[src/rtl/reaction_timer.sv]
`default_nettype none
// ============================================================================
// Module   : reaction_timer
// Brief    : Measures lights-out to debounced key press time in BCD ms and
//            flags false starts and full-scale overflow.
// Revision : 1.0 - initial release
// ============================================================================
module reaction_timer #(
    parameter int N_DIGITS       = 4,
    parameter int SYNC_STAGES    = 2,
    parameter int DEBOUNCE_TICKS = 4
) (
    input  logic                  clk,
    input  logic                  rst_n,
    input  logic                  tick_ms,
    input  logic                  arm,
    input  logic                  lights_out,
    input  logic                  key_n,
    output logic [4*N_DIGITS-1:0] react_bcd,
    output logic                  valid,
    output logic                  false_start,
    output logic                  overflow,
    output logic                  busy
);

    localparam int c_cnt_w = $clog2(DEBOUNCE_TICKS + 1);
    localparam logic [c_cnt_w-1:0] c_db_last = c_cnt_w'(DEBOUNCE_TICKS - 1);

    typedef enum logic [2:0] {
        ST_IDLE   = 3'd0,
        ST_ARMED  = 3'd1,
        ST_TIMING = 3'd2,
        ST_DONE   = 3'd3,
        ST_FOUL   = 3'd4
    } state_t;

    state_t                  r_state;
    state_t                  w_state_next;
    logic [SYNC_STAGES-1:0]  r_sync;
    logic                    w_synced;
    logic                    r_db_level;
    logic [c_cnt_w-1:0]      r_db_cnt;
    logic                    r_press;
    logic [4*N_DIGITS-1:0]   r_react;
    logic [4*N_DIGITS-1:0]   w_bcd_inc;
    logic [4*N_DIGITS-1:0]   w_full_scale;
    logic [N_DIGITS-1:0]     w_carry;
    logic                    w_count;
    logic                    w_inc_full;
    logic                    r_valid;
    logic                    r_false_start;
    logic                    r_overflow;
    logic                    r_busy;

    assign w_synced = r_sync[SYNC_STAGES-1];

    always_ff @(posedge clk or negedge rst_n) begin
        if (!rst_n) begin
            r_sync <= '1;
        end else begin
            r_sync[0] <= key_n;
            for (int i = 1; i < SYNC_STAGES; i++) begin
                r_sync[i] <= r_sync[i-1];
            end
        end
    end

    // A new level must disagree on DEBOUNCE_TICKS consecutive ticks; any
    // agreement in between restarts the run.
    always_ff @(posedge clk or negedge rst_n) begin
        if (!rst_n) begin
            r_db_level <= 1'b1;
            r_db_cnt   <= '0;
            r_press    <= 1'b0;
        end else begin
            r_press <= 1'b0;
            if (w_synced == r_db_level) begin
                r_db_cnt <= '0;
            end else if (tick_ms) begin
                if (r_db_cnt == c_db_last) begin
                    r_db_level <= w_synced;
                    r_db_cnt   <= '0;
                    r_press    <= ~w_synced;
                end else begin
                    r_db_cnt <= r_db_cnt + 1'b1;
                end
            end
        end
    end

    assign w_carry[0] = 1'b1;

    generate
        for (genvar i = 0; i < N_DIGITS; i++) begin : g_digit
            logic [3:0] w_d;
            assign w_d                    = r_react[4*i +: 4];
            assign w_full_scale[4*i +: 4] = 4'd9;
            assign w_bcd_inc[4*i +: 4]    = !w_carry[i] ? w_d :
                                            (w_d == 4'd9) ? 4'd0 : w_d + 4'd1;
            if (i < N_DIGITS - 1) begin : g_carry
                assign w_carry[i+1] = w_carry[i] & (w_d == 4'd9);
            end
        end
    endgenerate

    // A tick coinciding with the press is not part of the reaction time.
    assign w_count    = (r_state == ST_TIMING) && tick_ms && !r_press;
    assign w_inc_full = (w_bcd_inc == w_full_scale);

    always_ff @(posedge clk or negedge rst_n) begin
        if (!rst_n) begin
            r_state <= ST_IDLE;
        end else begin
            r_state <= w_state_next;
        end
    end

    always_comb begin
        w_state_next = r_state;
        if (arm) begin
            w_state_next = ST_ARMED;
        end else begin
            case (r_state)
                ST_ARMED: begin
                    if (r_press) begin
                        w_state_next = ST_FOUL;
                    end else if (lights_out) begin
                        w_state_next = ST_TIMING;
                    end
                end
                ST_TIMING: begin
                    if (r_press || (w_count && w_inc_full)) begin
                        w_state_next = ST_DONE;
                    end
                end
                default: w_state_next = r_state;
            endcase
        end
    end

    always_ff @(posedge clk or negedge rst_n) begin
        if (!rst_n) begin
            r_react       <= '0;
            r_valid       <= 1'b0;
            r_false_start <= 1'b0;
            r_overflow    <= 1'b0;
            r_busy        <= 1'b0;
        end else begin
            if (arm) begin
                r_react    <= '0;
                r_overflow <= 1'b0;
            end else if (w_count) begin
                r_react <= w_bcd_inc;
                if (w_inc_full) begin
                    r_overflow <= 1'b1;
                end
            end
            r_valid       <= (w_state_next == ST_DONE);
            r_false_start <= (w_state_next == ST_FOUL);
            r_busy        <= (w_state_next == ST_ARMED) || (w_state_next == ST_TIMING);
        end
    end

    assign react_bcd   = r_react;
    assign valid       = r_valid;
    assign false_start = r_false_start;
    assign overflow    = r_overflow;
    assign busy        = r_busy;

endmodule
`default_nettype wire
[config.mk]
export PLATFORM = sky130hd
export DESIGN_NAME = reaction_timer
export DESIGN_NICKNAME = d
export VERILOG_FILES = /design/src/rtl/reaction_timer.sv
export SDC_FILE = /design/constraint.sdc
export NUM_CORES = 1
export LEC_CHECK = 0
export ABC_AREA = 1
export ABC_CLOCK_PERIOD_IN_PS = 2200
export BUFFER_PORTS_ARGS = -buffer_cell sky130_fd_sc_hd__buf_2
export CAP_MARGIN = 20
export CORE_UTILIZATION = 56
export DETAILED_ROUTE_END_ITERATION = 16
export GPL_ROUTABILITY_DRIVEN = 0
export PLACE_DENSITY = 0.82
export RECOVER_POWER = 50
export SLEW_MARGIN = 15
export SYNTH_ARGS = -nofsm -noshare
export SYNTH_HDL_FRONTEND = slang
export SYNTH_SLANG_ARGS = --single-unit
[constraint.sdc]
create_clock -name clk -period 2.2 [get_ports clk]
set_input_delay 0.22 -clock clk [delete_from_list [all_inputs] [get_ports clk]]
set_output_delay 0.22 -clock clk [all_outputs]
set_load 0.01 [all_outputs]
Word-level counts from Yosys, hierarchy flattened
Cells that the tools add are included.
Storage, ports and cells
  register bits after elaboration: 30
  latch bits: 0
  RAM bits: 0
  ROM bits: 0
  bits of input ports: 6
  word-level logic and storage cells: 66
  memories: 0
Cells by class
  add/sub/neg operators: 5
  $mul: 0
  div/mod/pow operators: 0
  magnitude comparators: 0
  equal/unequal tests: 13
  shift-type cells: 0
  multiplexer cells: 23
  bitwise logic cells: 4
  reduce and logical (&&, ||, !) cells: 11
Operator list (count)
  $mux 16: 2
  $mux 4: 7
  $mux 3: 7
  $add 4x1->4 const B: 4
  $eq 16x16->1 const B: 1
  $eq 4x4->1 const B: 4
  $eq 3x2->1 const B: 4
  $eq 3x1->1 const B: 2
  $mux 1: 6
  $pmux 3 s2: 1
  $reduce_bool 2->1: 3
  $add 3x1->3 const B: 1
  $eq 3x3->1 const B: 1
  $logic_and 1x1->1: 3
  $reduce_and 3->1: 1
  $and 1x1->1: 2
  $logic_or 1x1->1: 2
  $not 1->1: 2
  $reduce_and 2->1: 1
  $eq 1x1->1: 1
  $logic_not 1->1: 1

Logic depth before layout (Yosys ltp)
  depth in word-level cells: 12
  gate-level depth with buffers: 16
  mapped depth without buffers: 16

Worst setup path after synthesis
Ideal clock, no wire load.
  path type: register -> register
  start point: register r_react[1], in the netlist react_bcd[1]
  end point: register r_valid, in the netlist valid
  setup time: 125 ps
  data arrival time: 1537 ps
  required time: 2075 ps
  slack: 539 ps
  stages on the path, launching flop included: 17
  cell sequence: dfrtp_1 inv_2 nand2_1 nor2_4 nand2_4 nor2_8 nand2_1 nand2_1 inv_1 nand2_1 nor2_1 nand2_1 nand2_1 nand2_2 nand2_4 nand2_1 nor2_2
On the way
  cells in the longest elaborated chain, start to end: 11
Ends and longest elaborated chain
  start, declared: RTL line 44  | logic [4*N_DIGITS-1:0] r_react;
  start signal, assigned: RTL line 153  | r_react <= w_bcd_inc;
  $eq 4x4->1: RTL line 99, 101
  $and 1x1->1 (2 in series): RTL line 101  | assign w_carry[i+1] = w_carry[i] & (w_d == 4'd9);
  $mux 4: RTL line 98  | assign w_bcd_inc[4*i +: 4] = !w_carry[i] ? w_d :
  $eq 16x16->1 (*): RTL line 108  | assign w_inc_full = (w_bcd_inc == w_full_scale);
  $logic_and 1x1->1 (*): RTL line 132  | if (r_press || (w_count && w_inc_full)) begin
  $logic_or 1x1->1 (*): RTL line 132
  $mux 3 (*): RTL line 132
  $pmux 3 s2 (*): RTL line 123  | case (r_state)
  $mux 3 (*): RTL line 120  | if (arm) begin
  named net w_state_next[0]: RTL line 38  | state_t w_state_next;
  $eq 3x2->1 (*): RTL line 158  | r_valid <= (w_state_next == ST_DONE);
  end signal, assigned: RTL line 158
  end, declared: RTL line 50  | logic r_valid;
The timed path passes the listed nets; every way through them passes the cells marked *.
A chain may end at the register's enable or synchronous reset.

Final worst setup path
Ends and elaborated chain as after synthesis.

==> summary.txt <==
Synthesis
  – Yosys Warn Count: 0
  – Post-synthesis cell type count: 26
  – Post-Syn Nets: 230
  – Async S/R FF share, synth: 100%
  – Synthesized area: ~1700 um2
  – Sequential element share of the synthesized area: 45.3%
  – EDFF count, synth: 0
  – Cell count after synthesis: between 200 and 250
  – Ys flop type: dfrtp_1
  – Syn_area_per_cell: 7.47 um2
  – Flops & latches, synth: 30

Finish
  – ANT cells: 0
  – Layout cells sized above 1: 19.0%
  – Most frequent cells in the layout: 64 x nand2_1, 31 x inv_1, 27 x dfrtp_1
  – Commonest non-fill, non-tap cell in the layout: nand2_1
  – Fillers: ~250
  – Layout Cells excl Fill: between 200 and 300
  – Final core utilization: between 60% and 70%
  – Nets@finish: around 260
  – Area delta synth->final: 13.8%

Power
  – Total power: about 1000 uW
  – Power Dens Cells: about 540 nW/um2
  – Leak pwr: around 0.00095 uW
  – Worst vdd ir: ~0.47 mV

Timing
  – Part of the cycle the worst path needs: a little under nine tenths
  – Worst Skew: 0.00481 ns
  – FMAX: 0.534 GHz
  – Worst hold slack: just over 0.06 ns
  – Min Tclk post-route: about 1.9 ns
  – Slew at the pin closest to its max-slew limit: about 1.6 ns
  – RSZ-0062 raised after global routing: no
  – Setup_tns: 0 ns
  – Finish-stage setup viols: 0
  – Relative slew slack: -6.99%
  – Final Hold Vio Count: 0
  – Final Max Slew Viols: 31

GRT
  – Largest net degree at the start of global routing: 31
  – First-pass GRT wire length: ~6100 um
  – Initial antenna violation count: 0
  – GRT Util Overall: roughly 25%
  – Vias in the first global route: 1405
  – Grt ovf: 0

Clocking
  – Clock Path Buffers: 2
  – CTS tree: yes
  – Worst skew pair latency: 0.33 ns
  – Cts bufs inserted: 5
  – CTS Sinks: 30
  – Postcts setup bufs: 0
  – Clock transition at path regs: ~0.090 ns
  – H-tree levels: 2
  – Root Buffer: clkbuf_4
  – Post-CTS sizing: 0

Drt
  – DRT Pass-1 Iters: 4
  – Total Routed Length: roughly 3500 um
  – Vias per cell: 5.30
  – DR WL/cell: 12.0 um
  – DRT iter0 DRCs: 59
  – Antenna viol nets, final: 0
  – Vias post-DR: roughly 1.5k
  – DRC viols: 0

Worst setup path
  – Worst-path maximum fanout: 6
  – Worst setup EP type: flop
  – Critical path type: reg -> reg
  – Arrival @ worst endpoint: between 2 and 2.5 ns
  – Startpoint Class: flop
  – Worst Path Required: 2.48 ns

Floorplanning
  – Core ar.: 2780 um2
  – Initial core utilization: 59.9%
  – Die Ht: 56.5 um
  – Die area: 3200 um2
  – Die Span X: 56.5 um
  – # rows: 19
  – Top-Level Pins: 26

Run
  – Maxcap violations: 1

Placement
  – Number of buffers added on ports: 25
  – Dpl hpwl: 2490 um
  – Post-Place Cells: 279

Run status
  – Violated checks: max-capacitance violations, max-slew violations
  – Status: complete, but fails checks

Min path
  – HP Class: in -> reg
-- critical path, cell delays in order (launching register included) --
cell and delay, ns:
dfrtp_1 0.45, inv_2 0.11, nand2_1 0.09, nor2_4 0.18, nand3_1 0.16, nand2_1 0.09
nand2_1 0.08, nor2_1 0.09, nand2_1 0.06, nor2_1 0.08, nand2_1 0.08, nand2_1 0.08
nand2_2 0.07, nand2_4 0.08, nand2_1 0.06, nor2_2 0.07
-- stage by stage --
stage	cell area (um2)	setup WS, ns
2_1_floorplan	1670	0.539
3_3_place_gp	1830	0.394
3_5_place_dp	1830	0.348
4_1_cts	1900	0.322
5_1_grt	1900	0.123
6_report	1900	0.329
-- flip-flops by register name (all words and copies together), names as in the netlist --
signal	count
r_db_cnt	3
r_db_level	1
busy	1
overflow	1
r_press	1
false_start	1
r_sync	2
r_state	3
react_bcd	16
valid	1
-- synth_stat cells, types with 3 or more instances --
master	count	share of area, %
nor2_1	18	4.1
nand2_2	3	1.1
inv_1	31	7.0
nand3_1	20	6.0
o21ai_0	13	3.9
nand4_1	4	1.5
inv_2	5	1.1
a21oi_1	4	1.2
nor2_2	5	1.9
dfrtp_1	27	41
o22ai_1	10	3.8
nand2_1	64	14
dfstp_2	3	4.7
-- power by group --
part | internal [uW] | total (uW) | switching [uW]
registers | 586 | 604 | 17.6
logic | 39.5 | 115 | 75.0
clock network | 121 | 309 | 187
total | 747 | 1030 | 280
-- per-layer routing --
| metal | GRT usage (%) | share of wire, % |
|---|---|---|
| met5 | 0 | 0 |
| met4 | 9.76 | 1.7 |
| met3 | 7.14 | 6.0 |
| met2 | 39.2 | 46 |
| met1 | 32.9 | 46 |
-- what timing repair did --
action,CTS,global route
hold buffers,2,0
setup endpoints to repair,0,0
endpoints found under the hold margin,28,0
-- worst paths after layout --
path / to / slack (ns) / cells past startpoint / startpoint
worst min register to register: r_sync[1] / 0.37 / 0 / r_sync[0]
max in group asynchronous: react_bcd[1] / 0.45 / 2 / rst_n
worst max register to register: valid / 0.33 / 15 / react_bcd[1]
worst min-delay path: r_db_cnt[2] / 0.06 / 2 / tick_ms
min in group asynchronous: react_bcd[7] / 0.82 / 2 / rst_n
worst max-delay path: valid / 0.33 / 15 / react_bcd[1]
-- area by class of cell --
type	count	area, um2	area share, %
clock buffer	6	41.3	2.18
multi-input combinational	156	772	40.7
sequential	30	754	39.8
clock inverter	2	10.0	0.528
timing repair buffer	28	144	7.59
tap	31	38.8	2.05
inverter	36	135	7.13
-- cell families after synthesis --
| kind of cell | Yosys count | synth area share [%] |
|---|---|---|
| flops | 30 | 45.3 |
| compound gates | 32 | 10.9 |
| fa+ha+maj | 1 | 0.751 |
| buf+inv | 37 | 8.34 |
| simple gates | 122 | 34.2 |
| xor+xnor | 1 | 0.526 |
No activity file was read; power rests on OpenSTA's default activity.
